**src/rtl/merge_a4.sv**
```systemverilog
// merge_a4: 4-way dual-rail merge. This is the collecting end of a 4-way steer.
// A one-hot select forwards one of S/T/U/V onto A. The select code is
// forwarded on steerout. The block runs the NCL DATA/NULL wave handshake
// synchronously, so every output comes from a register.
module merge_a4 #(
   parameter int W = 1
) (
   input  logic           clk,
   input  logic           init,
   input  logic [2*W-1:0] Ss,
   output logic           SCOMP,
   input  logic [2*W-1:0] Ts,
   output logic           TCOMP,
   input  logic [2*W-1:0] Us,
   output logic           UCOMP,
   input  logic [2*W-1:0] Vs,
   output logic           VCOMP,
   input  logic [3:0]     steerin,
   output logic           steerinCOMP,
   output logic [2*W-1:0] A,
   input  logic           ACOMP,
   output logic [3:0]     steerout,
   input  logic           steeroutCOMP,
   output logic           proto_err
);

   typedef enum logic {WAIT_DATA, HOLD} state_t;

   state_t         state_q, state_d;
   logic [2*W-1:0] a_q, a_d;
   logic [3:0]     steer_q, steer_d;
   logic [3:0]     comp_q, comp_d;
   logic           sinc_q, sinc_d;
   logic           err_q, err_d;

   logic [3:0][2*W-1:0] ch;
   logic [3:0]          mask;
   logic [2*W-1:0]      sel;
   logic                sel_cmp, sel_bad, sel_null;
   logic                s_null, s_onehot, s_multi, err_now;

   assign ch = {Vs, Us, Ts, Ss};

   // A channel is complete when every rail pair has at least one rail high.
   function automatic logic is_complete(input logic [2*W-1:0] x);
      logic r;
      r = 1'b1;
      for (int i = 0; i < W; i++) r &= x[2*i] | x[2*i+1];
      return r;
   endfunction

   // Both rails of one pair high is an illegal dual-rail code.
   function automatic logic has_both(input logic [2*W-1:0] x);
      logic r;
      r = 1'b0;
      for (int i = 0; i < W; i++) r |= x[2*i] & x[2*i+1];
      return r;
   endfunction

   // Select the channel: live steerin while waiting, the latched code while holding.
   always_comb begin
      mask = (state_q == HOLD) ? steer_q : steerin;
      sel  = '0;
      for (int k = 0; k < 4; k++)
         if (mask[k]) sel |= ch[k];
      sel_cmp  = is_complete(sel) && !has_both(sel);
      sel_bad  = has_both(sel);
      sel_null = (sel == '0);
      s_null   = (steerin == 4'b0000);
      s_multi  = ((steerin & (steerin - 4'd1)) != 4'b0000);
      s_onehot = !s_null && !s_multi;
      err_now  = s_multi || sel_bad ||
                 (state_q == HOLD && s_onehot && steerin != steer_q) ||
                 (state_q == HOLD && sel_cmp && sel != a_q);
   end

   // Next-state logic. Capture and release are both blocked while an error is present.
   always_comb begin
      state_d = state_q;
      a_d     = a_q;
      steer_d = steer_q;
      comp_d  = comp_q;
      sinc_d  = sinc_q;
      err_d   = err_q | err_now;
      case (state_q)
         WAIT_DATA: begin
            if (!err_now && s_onehot && sel_cmp && !ACOMP && !steeroutCOMP) begin
               a_d     = sel;
               steer_d = steerin;
               comp_d  = steerin;
               sinc_d  = 1'b1;
               state_d = HOLD;
            end
         end
         HOLD: begin
            if (!err_now && ACOMP && steeroutCOMP && s_null && sel_null) begin
               a_d     = '0;
               steer_d = '0;
               comp_d  = '0;
               sinc_d  = 1'b0;
               state_d = WAIT_DATA;
            end
         end
         default: state_d = WAIT_DATA;
      endcase
   end

   // State and output registers. init overrides every other event.
   always_ff @(posedge clk) begin
      if (init) begin
         state_q <= WAIT_DATA;
         a_q     <= '0;
         steer_q <= '0;
         comp_q  <= '0;
         sinc_q  <= 1'b0;
         err_q   <= 1'b0;
      end else begin
         state_q <= state_d;
         a_q     <= a_d;
         steer_q <= steer_d;
         comp_q  <= comp_d;
         sinc_q  <= sinc_d;
         err_q   <= err_d;
      end
   end

   assign A           = a_q;
   assign steerout    = steer_q;
   assign SCOMP       = comp_q[0];
   assign TCOMP       = comp_q[1];
   assign UCOMP       = comp_q[2];
   assign VCOMP       = comp_q[3];
   assign steerinCOMP = sinc_q;
   assign proto_err   = err_q;

endmodule

```
**config.mk**
```make
export PLATFORM = sky130hd
export DESIGN_NAME = merge_a4
export DESIGN_NICKNAME = d
export VERILOG_FILES = /design/src/rtl/merge_a4.sv
export SDC_FILE = /design/constraint.sdc
export NUM_CORES = 1
export LEC_CHECK = 0
export BUFFER_PORTS_ARGS = -buffer_cell sky130_fd_sc_hd__buf_2
export CORE_MARGIN = 1.5
export CORE_UTILIZATION = 40
export DETAILED_ROUTE_END_ITERATION = 7
export GPL_TIMING_DRIVEN = 0
export PLACE_DENSITY = 0.73
export SLEW_MARGIN = 20
export SYNTH_ARGS = -nofsm -noshare
export SYNTH_HDL_FRONTEND = slang
export SYNTH_SLANG_ARGS = --single-unit
export TNS_END_PERCENT = 30
```
**constraint.sdc**
```tcl
create_clock -name clk -period 2.12 [get_ports clk]
set_input_delay 0.318 -clock clk [delete_from_list [all_inputs] [get_ports clk]]
set_output_delay 0.318 -clock clk [all_outputs]
set_load 0.1 [all_outputs]
```
Yosys cells after proc, flatten, opt, wreduce, memory -nomap -nowiden
Cells that the tools add are included.

storage, ports and cells
  register bits = 9
  output and inout port bits = 12
  input bits = 16

cells by class
  eq/ne operators = 4
  $add $sub $neg = 1
  bitwise operators = 8
  reductions and logical operators = 27
  muxes and demuxes = 17

operator list
  cell                   number
  $logic_and A1 B1 Y1    14
  $mux W2                6
  $mux W4                3
  $pmux W4 S2            1
  $logic_not A1 Y1       6
  $or A2 B2 Y2           3
  $and A4 B4 Y4          1
  $logic_not A4 Y1       1
  $mux W1                4
  $ne A4 B4 Y1           1
  $pmux W1 S2            2
  $pmux W2 S2            1
  $reduce_bool A4 Y1     1
  $sub A4 B1 Y4 const B  1
  $logic_or A1 B1 Y1     3
  $logic_not A2 Y1       1
  $ne A2 B1 Y1 const B   1
  $ne A2 B2 Y1           1
  $ne A2 B2 Y1 const B   1
  $or A1 B1 Y1           2
  $reduce_and A2 Y1      1
  $and A1 B1 Y1          1
  $not A1 Y1             1

Logic depth before layout (Yosys ltp)
Gate-level depths: netlist of run 1.

  word-level depth = 21
  depth in mapped cells = 11
  mapped depth without buffers = 10

Worst setup path after synthesis of run 1
Ideal clock, no wire load.

  path kind = flip-flop to flip-flop
  from = reg, netlist name comp_q[1]
  to = reg comp_q[0]
  setup time = 0.095 ns
  arrival = 2.702 ns
  slack = -0.677 ns
  stages on the path, launching flop included = 11
  path buffers = 1
  cell sequence = dfxtp_1 > mux2_2 > a22oi_1 > nand2_2 > inv_1 > ha_1 > o2111ai_1 > a211oi_2 > buf_4 > nand2_1 > a221oi_1

RTL lines
  item                  line  text
  to (signal assigned)  121   comp_q <= comp_d;
  to (decl)             32    logic [3:0] comp_q, comp_d;

Worst setup path after layout of run 1
  from = reg state_q
  to = reg comp_q[0]

on the way
  cells in the longest elaborated chain, start to end = 21
  elaborated cells on any way between the ends = 35
  those cells by class = 3 x eq/ne; 6 x mux; 6 x bitwise; 20 x reduce/logical

RTL lines
  item                                                           line    text
  from (decl)                                                    29      state_t state_q, state_d;
  from (signal assigned)                                         118     state_q <= state_d;
  $mux W4                                                        62      mask = (state_q == HOLD) ? steer_q : steerin;
  $mux W2                                                        65      if (mask[k]) sel |= ch[k];
  $or A2 B2 Y2                                                   65
  $mux W2                                                        65
  $or A2 B2 Y2                                                   65
  $mux W2                                                        65
  $or A2 B2 Y2                                                   65
  $mux W2                                                        65
  $and A1 B1 Y1                                                  56      for (int i = 0; i < W; i++) r |= x[2*i] & x[2*i+1];
  $logic_not A1 Y1                                               66      sel_cmp = is_complete(sel) && !has_both(sel);
  $logic_and A1 B1 Y1                                            66
  $logic_and A1 B1 Y1 (2 in a row)                               74      (state_q == HOLD && sel_cmp && sel != a_q);
  $logic_or A1 B1 Y1                                             73      (state_q == HOLD && s_onehot && steerin != steer_q) ||
  $logic_not A1 Y1                                               87, 96
  $logic_and A1 B1 Y1, on equally long branches (4 in a row)     87, 96
  $ne A2 B2 Y1 (no line) / $ne A2 B1 Y1 (equally long branches)  -
  $reduce_and A2 Y1 (no line)                                    -

Parallel ways exist; a longest one is shown, timed or not.
A chain may end at the register's enable or synchronous reset.

==> results, run 1 <==
- The flow ran to the end, but the final reports show violations.
- The checks that failed: setup timing.
- The fraction of final layout cells sized beyond drive strength 1 is 66.1%.
- Clock-pin slew was measured on the worst setup and hold paths at 60 ps.
- The count of different cell masters after synthesis is 33.
- The count of final max-slew check failures is 0.
- The data required time at the worst endpoint is 2310 ps.
- The root cell of the clock tree is sky130_fd_sc_hd__clkbuf_4.
- Final hold analysis gives a worst-case slack of 366 ps.
- The static leakage is 0.472 nW.
- Along the worst hold path, the cell count comes to 3.
- In this run the core area contains 15 standard-cell rows.
- 0 antenna diodes ended up in the layout.
- The final period utilization is 105%.
- The critical path data arrival time is 2410 ps.
- After technology mapping, the gate count stands at 87.
- The final RePlAce weighted congestion is 0.766.
- The Yosys step of the flow raised 0 warnings.
- The routed layout has 778 vias.
- STA classifies the critical path startpoint as a register.
- The slew of the pin with the lowest slew margin is 493 ps.
- CTS saw 9 sinks.
- When the netlist entered floorplanning its net count stood at 105.
- Internal power comes to 0.324 mW.
- The area growth from synthesis to layout is 51.1%.
- The final total power is 0.524 mW.
- The post-route core utilization is 64.4%.
- Summed over all layers, the routed wires come to 2.01 mm.
- The worst setup path is captured at a register.
- Once detail routing completed, the nets flagged for antenna violations numbered 0.
- For flop-to-flop paths, the worst setup slack is -100 ps.
- The kind of cell with the highest combined delay along the critical path is compound AO/OA/AOI/OAI gates.
- The number of search-and-repair iterations in the first detailed-routing pass is 4.
- The detailed router's first-iteration violation count is 14.
- The startpoint of the worst hold path is steerin[0].
- Max-cap violations in this run came to 0.
- The leading area contributor after synthesis is sky130_fd_sc_hd__dfxtp_1.
- Prior to clock tree synthesis, the placed netlist has a worst setup slack of -180 ps.
- Traced cell by cell, the critical path runs through buf_6, mux2_4, a22oi_2, nand2_2, inv_2, ha_4, o2111ai_4, a211oi_4, buf_6, nand2_2, a221oi_2.
- The commonest non-fill, non-tap cell in the layout is sky130_fd_sc_hd__buf_2.
- Per report_power, the combinational group accounts for 39.8% of the total.
- The final-report hold violation count is 0.
- The layout filler cell count is 140.
- Headroom to the max-slew limit came out at 67.4%.
- The library cells used most frequently in the layout, excluding fill and tap cells, are sky130_fd_sc_hd__buf_2, sky130_fd_sc_hd__buf_4, sky130_fd_sc_hd__nor2_1, sky130_fd_sc_hd__a21oi_2, sky130_fd_sc_hd__a21oi_1.
- The final setup violation count is 8.
- The first global-routing pass estimated 2.95 mm of wire.
- Counting cells, the worst reg-to-reg path comes to 11.
- Dividing the detail-routed wire length by the instance count gives 13.7 µm.
- Counting along the longest clock path gives a buffer depth of 2.
- Entering global routing, the biggest net connects 10 pins.
- The power per cell area is 466 nW/µm².
- The worst register-to-register path begins at state_q$_SDFF_PP0_.
- For this design, the slowest cell found on the critical path is sky130_fd_sc_hd__dfxtp_2.
- For this run, the top clock speed supported by timing is 450 MHz.
- The portion of synthesized cell area occupied by the leading cell type is 24.2%.
- Setup slack on the critical path of the routed design comes to -101 ps.
- For the finished layout, the period the worst path requires is 2220 ps.
- The remaining routing DRC violations is 0.
- By area the synthesized netlist is led by sky130_fd_sc_hd__dfxtp_1, sky130_fd_sc_hd__a21oi_1, sky130_fd_sc_hd__buf_4.
- In this run, the clock network consumes 26.9% of the power.
- The worst setup path category is register to register.
- The synthesized area per cell is 8.56 µm².
- The capture point of the worst reg-to-reg path is comp_q[0]$_SDFFE_PP0P_.
- The die is 46.1 µm tall.
- The initial antenna violation count came to 0.
- The initial standard-cell utilization of the core is 42.7%.
- After synthesis the cells add up to 744 µm².
- The largest driver fanout on the critical path is 5.
- The worst hold-check path type is input port to register.
- The largest single stage delay on the critical path is 320 ps.
- The routed via count divided by cell count is 5.33.
- The combined global-route utilization of all metal layers is 19.8%.
- Summed over all nets, the switching power comes to 0.200 mW.
- The sequential fraction of design power is 33.3%.
- For this run, the post-layout net count is 140.
- Setup repair after global routing could not meet its margin everywhere.
- The share of synthesized area occupied by flip-flops and latches is 24.2%.
- VDD sags by at most 0.373 mV.
- The die covers 2130 µm².
- The number of primary I/O pins is 28.
- The clock reaches the later pin of the worst-skew pair after 270 ps.
- Buffers inserted during clock tree synthesis total 3.
- The number of port buffers is 23.
- The die is 46.1 µm wide.
- After synthesis the netlist holds a flip-flop and latch count of 9.
- The number of buffers and inverters on the critical path is 3.
- The TritonCTS clock tree is done.
- In this run the number of H-tree levels came out at 1.
- After floorplanning, the core was sized to cover 1750 µm².
- For this run the aggregate overflow at the end of global routing stands at 0.
- The path with the worst hold slack has its endpoint at comp_q[0]$_SDFFE_PP0P_.
- The final worst clock skew is 1.89 ps.
- Detailed placement ended at an HPWL of 1.36 mm.
- The number of global-route vias before repair is 702.
- Net switching is 38.2% of the power.
==> cell families after synthesis <==
logic type               Yosys count  synth area share [%]
buffers and inverters             15                  11.9
multiplexers                       4                  7.56
AND/OR/NAND/NOR                   18                  12.9
flip-flops                         9                  24.2
XOR/XNOR                           7                  8.24
AO/OA/AOI/OAI                     31                  30.4
adder cells (fa/ha/maj)            3                  4.71
==> worst max-delay path by stage <==
stage	from	end	slack (ps)	cells past startpoint
detailed placement	state_q$_SDFF_PP0_	comp_q[0]$_SDFFE_PP0P_	-180	11
global route	state_q$_SDFF_PP0_	A[1]$_SDFFE_PP0P_	-230	12
CTS	state_q$_SDFF_PP0_	comp_q[3]$_SDFFE_PP0P_	-90	11
finish	state_q$_SDFF_PP0_	comp_q[0]$_SDFFE_PP0P_	-100	11
floorplan	comp_q[2]$_SDFFE_PP0P_	comp_q[0]$_SDFFE_PP0P_	5	10
global placement	state_q$_SDFF_PP0_	comp_q[0]$_SDFFE_PP0P_	-130	11
==> cell type report <==
class | instances | area (µm²) | area share [%]
Buffer | 10 | 76.3 | 6.79
Multi-Input combinational cell | 63 | 601 | 53.4
Inverter | 5 | 18.8 | 1.67
Timing Repair Buffer | 30 | 175 | 15.6
Tap cell | 25 | 31.3 | 2.78
Sequential cell | 9 | 196 | 17.5
Clock buffer | 4 | 26.3 | 2.34
==> repair_timing <==
| action | CTS | global route |
|---|---|---|
| hold buffers | 0 | 0 |
| cloned | 1 | 0 |
| gates resized for setup | 15 | 10 |
| pin swaps | 20 | 7 |
| setup buffers | 6 | 0 |
| setup endpoints to repair | 9 | 9 |
==> power by group through the flow <==
stage | Combinational [mW] | Clock, mW | Sequential [mW]
final | 0.208 | 0.141 | 0.174
after global routing | 0.221 | 0.149 | 0.175
after CTS | 0.195 | 0.142 | 0.174
after detailed placement | 0.169 | 0 | 0.178
after global placement | 0.165 | 0 | 0.178
after floorplan | 0.104 | 0 | 0.209
==> per-layer routing <==
layer	track usage, %	vias to the layer above	routed length (µm)
met5	0	-	0
met4	11.4	0	38
met3	5.10	5	126
met2	35.3	27	983
met1	20.6	368	859
li1	-	378	-
==> state kept, by name (all words and copies together) (netlist names) <==
signal,flops
proto_err,1
steerinCOMP,1
comp_q,4
state_q,1
A,2
==> worst min-delay path: stages <==
cell,delay [ps]
sky130_fd_sc_hd__buf_2,150
sky130_fd_sc_hd__nand2_2,80
sky130_fd_sc_hd__a221oi_2,50
==> cells in the mapped netlist <==
library cell / count
sky130_fd_sc_hd__nor3_1: 2
sky130_fd_sc_hd__nor3_4: 1
sky130_fd_sc_hd__nor2_1: 7
sky130_fd_sc_hd__nand3_1: 1
sky130_fd_sc_hd__a21oi_1: 11
sky130_fd_sc_hd__o2111ai_1: 1
sky130_fd_sc_hd__nand4_1: 1
sky130_fd_sc_hd__buf_4: 6
sky130_fd_sc_hd__a22oi_1: 2
sky130_fd_sc_hd__a211oi_2: 1
sky130_fd_sc_hd__o21ai_0: 2
sky130_fd_sc_hd__mux2_4: 3
sky130_fd_sc_hd__a31oi_1: 1
sky130_fd_sc_hd__a211oi_1: 4
sky130_fd_sc_hd__a311oi_1: 1
sky130_fd_sc_hd__o211ai_4: 1
sky130_fd_sc_hd__nand2_2: 2
sky130_fd_sc_hd__o21bai_1: 2
sky130_fd_sc_hd__inv_1: 5
sky130_fd_sc_hd__ha_1: 2
sky130_fd_sc_hd__maj3_1: 1
sky130_fd_sc_hd__xor2_1: 3
sky130_fd_sc_hd__a221oi_1: 1
sky130_fd_sc_hd__and2_1: 2
sky130_fd_sc_hd__buf_1: 1
sky130_fd_sc_hd__dfxtp_1: 9
sky130_fd_sc_hd__mux2_2: 1
sky130_fd_sc_hd__xnor2_1: 4
sky130_fd_sc_hd__buf_2: 2
sky130_fd_sc_hd__buf_6: 1
sky130_fd_sc_hd__a22oi_2: 2
sky130_fd_sc_hd__nand2_1: 2
sky130_fd_sc_hd__o21ai_1: 2
==> stage by stage <==
stage | cell area [µm²] | instances | setup TNS, ps
floorplan | 795 | 87 | 0
global placement | 941 | 135 | -569
detailed placement | 941 | 135 | -923
CTS | 1080 | 146 | -574
global route | 1120 | 146 | -1650
finish | 1120 | 146 | -605
(Power assumes the default switching activity.)
==> run 2: changes to the inputs <==
--- a/config.mk
+++ b/config.mk
@@ -5,12 +5,12 @@
 export SDC_FILE = /design/constraint.sdc
 export NUM_CORES = 1
 export LEC_CHECK = 0
-export BUFFER_PORTS_ARGS = -buffer_cell sky130_fd_sc_hd__buf_2
+export BUFFER_PORTS_ARGS = -buffer_cell sky130_fd_sc_hd__buf_4
 export CORE_MARGIN = 1.5
 export CORE_UTILIZATION = 40
 export DETAILED_ROUTE_END_ITERATION = 7
 export GPL_TIMING_DRIVEN = 0
-export PLACE_DENSITY = 0.73
+export PLACE_DENSITY = 0.7
 export SLEW_MARGIN = 20
 export SYNTH_ARGS = -nofsm -noshare
 export SYNTH_HDL_FRONTEND = slang
==> constraint.sdc (replaced) <==
create_clock -name clk -period 2.4 [get_ports clk]
set_input_delay 0.36 -clock clk [delete_from_list [all_inputs] [get_ports clk]]
set_output_delay 0.36 -clock clk [all_outputs]
set_load 0.1 [all_outputs]
==> run 2 against run 1 <==
Effect of this change:
- the run now ends clean
- critical path depth unchanged
- critical endpoint is now steerinCOMP$_SDFFE_PP0P_
- first-iteration DRC count fell by 64%
- critical path type unchanged
- sequential power down 11%
- sequential share of layout area is 0.24 points higher
- non-clock buffer count down 1
- largest power group unchanged
- global-route usage is 1.2 points lower
- via count decreased by 2.8%
- maximum frequency fell by 2.2%
==> results, run 2 (synthesis results as in run 1) <==
- Result of the run: completed (was complete, but fails checks).
- The number of buffers on the longest clock path is 2 (unchanged).
- The placement row count was 15 (unchanged).
- The root cell of the clock tree is sky130_fd_sc_hd__clkbuf_4 (unchanged).
- The number of primary I/O pins came to 28 (unchanged).
- The width of the die was 46.1 µm (unchanged).
- The final period utilization came to 94.6% (was 105%).
- The final worst clock skew is 7.61 ps (was 1.89 ps).
- The timing-limited maximum frequency came to 441 MHz (was 450 MHz).
- The worst hold-check path type is input port to register (unchanged).
- The fraction of final layout cells sized beyond drive strength 1 is 55.8% (was 66.1%).
- The final antenna-violating net count is 0 (unchanged).
- The synthesis-to-finish area growth came to 49.1% (was 51.1%).
- The setup slack of the critical path after layout is 130 ps (was -101 ps).
- The area used by sequential logic in the layout came to 196 µm² (unchanged).
- The area occupied by multi-input gates came to 542 µm² (was 601 µm²).
- The final total power is 0.450 mW (was 0.524 mW).
- The net switching power figure is 0.164 mW (was 0.200 mW).
- The time the worst path needs with I/O delays and setup came to 2270 ps (was 2220 ps).
- The register with the highest flop count is comp_q (unchanged).
- The remaining routing DRC violations is 0 (unchanged).
- The sum of overflow across all layers after global routing is 0 (unchanged).
- The count of maximum capacitance violations is 0 (unchanged).
- The largest driver fanout on the critical path is 5 (unchanged).
- The clock slew seen by the registers of the worst setup and hold paths is 70 ps (was 60 ps).
- The setup TNS is 0 ps (was -605 ps).
- The number of port buffers is 23 (unchanged).
- The final routed wire length divided by cell count is 13.2 µm (was 13.7 µm).
- The number of clock buffers inserted by TritonCTS is 3 (unchanged).
- The detailed router's first-iteration violation count came to 5 (was 14).
- The slew of the pin with the lowest slew margin was 437 ps (was 493 ps).
- The clock latency reported for the late side of the worst-skew pair was 260 ps (was 270 ps).
- The floorplan die height is 46.1 µm (unchanged).
- The commonest non-fill, non-tap cell in the layout is sky130_fd_sc_hd__buf_4 (was sky130_fd_sc_hd__buf_2).
- The number of cell instances on the worst register-to-register path is 11 (unchanged).
- Top library cells by usage in the layout, fill and taps aside: sky130_fd_sc_hd__buf_4, sky130_fd_sc_hd__a21oi_1, sky130_fd_sc_hd__nor2_1 (was sky130_fd_sc_hd__buf_2, sky130_fd_sc_hd__buf_4, sky130_fd_sc_hd__nor2_1, sky130_fd_sc_hd__a21oi_2, sky130_fd_sc_hd__a21oi_1).
- The antenna diode count came to 0 (unchanged).
- The worst setup path category was register to register (unchanged).
- The cell depth of the worst hold path is 3 (unchanged).
- The post-placement setup slack is -122 ps (was -180 ps).
- The peak ir drop on the vdd network is 0.268 mV (was 0.373 mV).
- The combinational share of power was 39.4% (was 39.8%).
- The internal portion of total power is 0.286 mW (was 0.324 mW).
- The final net count is 139 (was 140).
- The routed via count divided by cell count is 5.21 (was 5.33).
- The total number of H-tree levels is 1 (unchanged).
- The sequential fraction of design power is 34.2% (was 33.3%).
- The final RePlAce weighted congestion is 0.769 (was 0.766).
- The TritonCTS clock tree is done (unchanged).
- The total via count in the routed design was 756 (was 778).
- The wire length of the first global-routing pass is 2.80 mm (was 2.95 mm).
- The number of global-route vias before repair came to 660 (was 702).
- Cells along the critical path: buf_6, mux2_4, a22oi_2, nand2_2, inv_2, ha_4, o2111ai_4, a211oi_4, buf_6, nor2_1, a311oi_1 (was buf_6, mux2_4, a22oi_2, nand2_2, inv_2, ha_4, o2111ai_4, a211oi_4, buf_6, nand2_2, a221oi_2).
- The HPWL after detailed placement is 1.34 mm (was 1.36 mm).
- The clock net sink count is 9 (unchanged).
- The standard cell with the maximum stage delay on the critical path is sky130_fd_sc_hd__dfxtp_2 (unchanged).
- The sort of element at the start of the critical path is a register (unchanged).
- The total wire length after detailed routing came to 1.91 mm (was 2.01 mm).
- The post-cts hold buffer count is 0 (unchanged).
- The overall die area is 2130 µm² (unchanged).
- The number of search-and-repair iterations in the first detailed-routing pass is 4 (unchanged).
- The count of final max-slew check failures is 0 (unchanged).
- The static leakage is 0.471 nW (was 0.472 nW).
- The placeable core region is 1750 µm² (unchanged).
- The largest stage delay on the critical path is 320 ps (about the same).
- The number of flip-flops under the largest register name is 4 (unchanged).
- The critical path data arrival time came to 2440 ps (was 2410 ps).
- The initial standard-cell utilization of the core is 42.7% (unchanged).
- The initial antenna violation count is 0 (unchanged).
- Unrepaired setup endpoints after global routing: yes (unchanged).
- The largest net degree at the start of global routing is 10 (unchanged).
- The kind of capture point of the worst setup path was a register (unchanged).
- The part of the total power dissipated in the clock network was 26.4% (was 26.9%).
- The final-report hold violation count is 0 (unchanged).
- The layout filler cell count is 173 (was 140).
- The worst slew margin relative to its limit came to 70.8% (was 67.4%).
- The final setup violation count is 0 (was 8).
- The combined global-route utilization of all metal layers is 18.6% (was 19.8%).
- The data required time at the worst endpoint came to 2570 ps (was 2310 ps).
- The power per cell area is 406 nW/µm² (was 466 nW/µm²).
- Among the stages of the critical path, the cell type that occurs most often is sky130_fd_sc_hd__buf_6.
- The switching share of power is 36.4% (was 38.2%).
-- run 2: area by class of cell --
type                       count  share of cell area [%]
inverter                       5                    1.69
timing repair buffer          29                    20.0
clock buffer                   4                    2.37
buffer                        10                    6.65
tap                           25                    2.82
multi-input combinational     63                    48.8
sequential                     9                    17.7
-- run 2: critical path: cells and delay by family (launching register included) --
family / cells / cell delay [ps]
AOI/OAI and AO/OA: 4 / 860
and+or+nand+nor: 2 / 160
adders and majority gates: 1 / 150
buffers and inverters: 3 / 370
DFF: 1 / 320
muxes: 1 / 320
-- run 2: worst paths after layout --
path                             start                       end  slack (ps)
hold reg to reg   proto_err$_SDFF_PP0_      proto_err$_SDFF_PP0_         520
setup / recovery    state_q$_SDFF_PP0_  steerinCOMP$_SDFFE_PP0P_         130
hold / removal              steerin[0]    comp_q[0]$_SDFFE_PP0P_         400
setup reg to reg    state_q$_SDFF_PP0_  steerinCOMP$_SDFFE_PP0P_         130
-- run 2: power by group through the flow --
stage	logic, mW	clock network, mW	registers, mW
floorplan	0.0814	0	0.185
global placement	0.143	0	0.157
detailed placement	0.147	0	0.157
CTS	0.155	0.120	0.154
global route	0.189	0.128	0.154
finish	0.177	0.119	0.154
-- run 2: per-stage QoR --
stage	cell area [µm²]	util, %	std cells	hold slack (ps)
finish	1110	63.6	145	404
floorplan	759	-	87	511
global placement	963	55.2	135	499
detailed placement	963	55.2	135	501
global route	1110	63.6	145	420
CTS	1020	58.6	141	418
-- run 2: what timing repair did --
action	4_1_cts	5_1_grt
cloned	1	0
buffers inserted	1	4
pin swaps	1	14
gates resized for setup	4	14
endpoints found under the setup margin	5	8
-- run 2: metal layers --
metal	global-route usage (%)	share of wire, %
met5	0	0
met4	7.43	0.68
met3	4.71	7.8
met2	31.4	50
met1	22.2	41
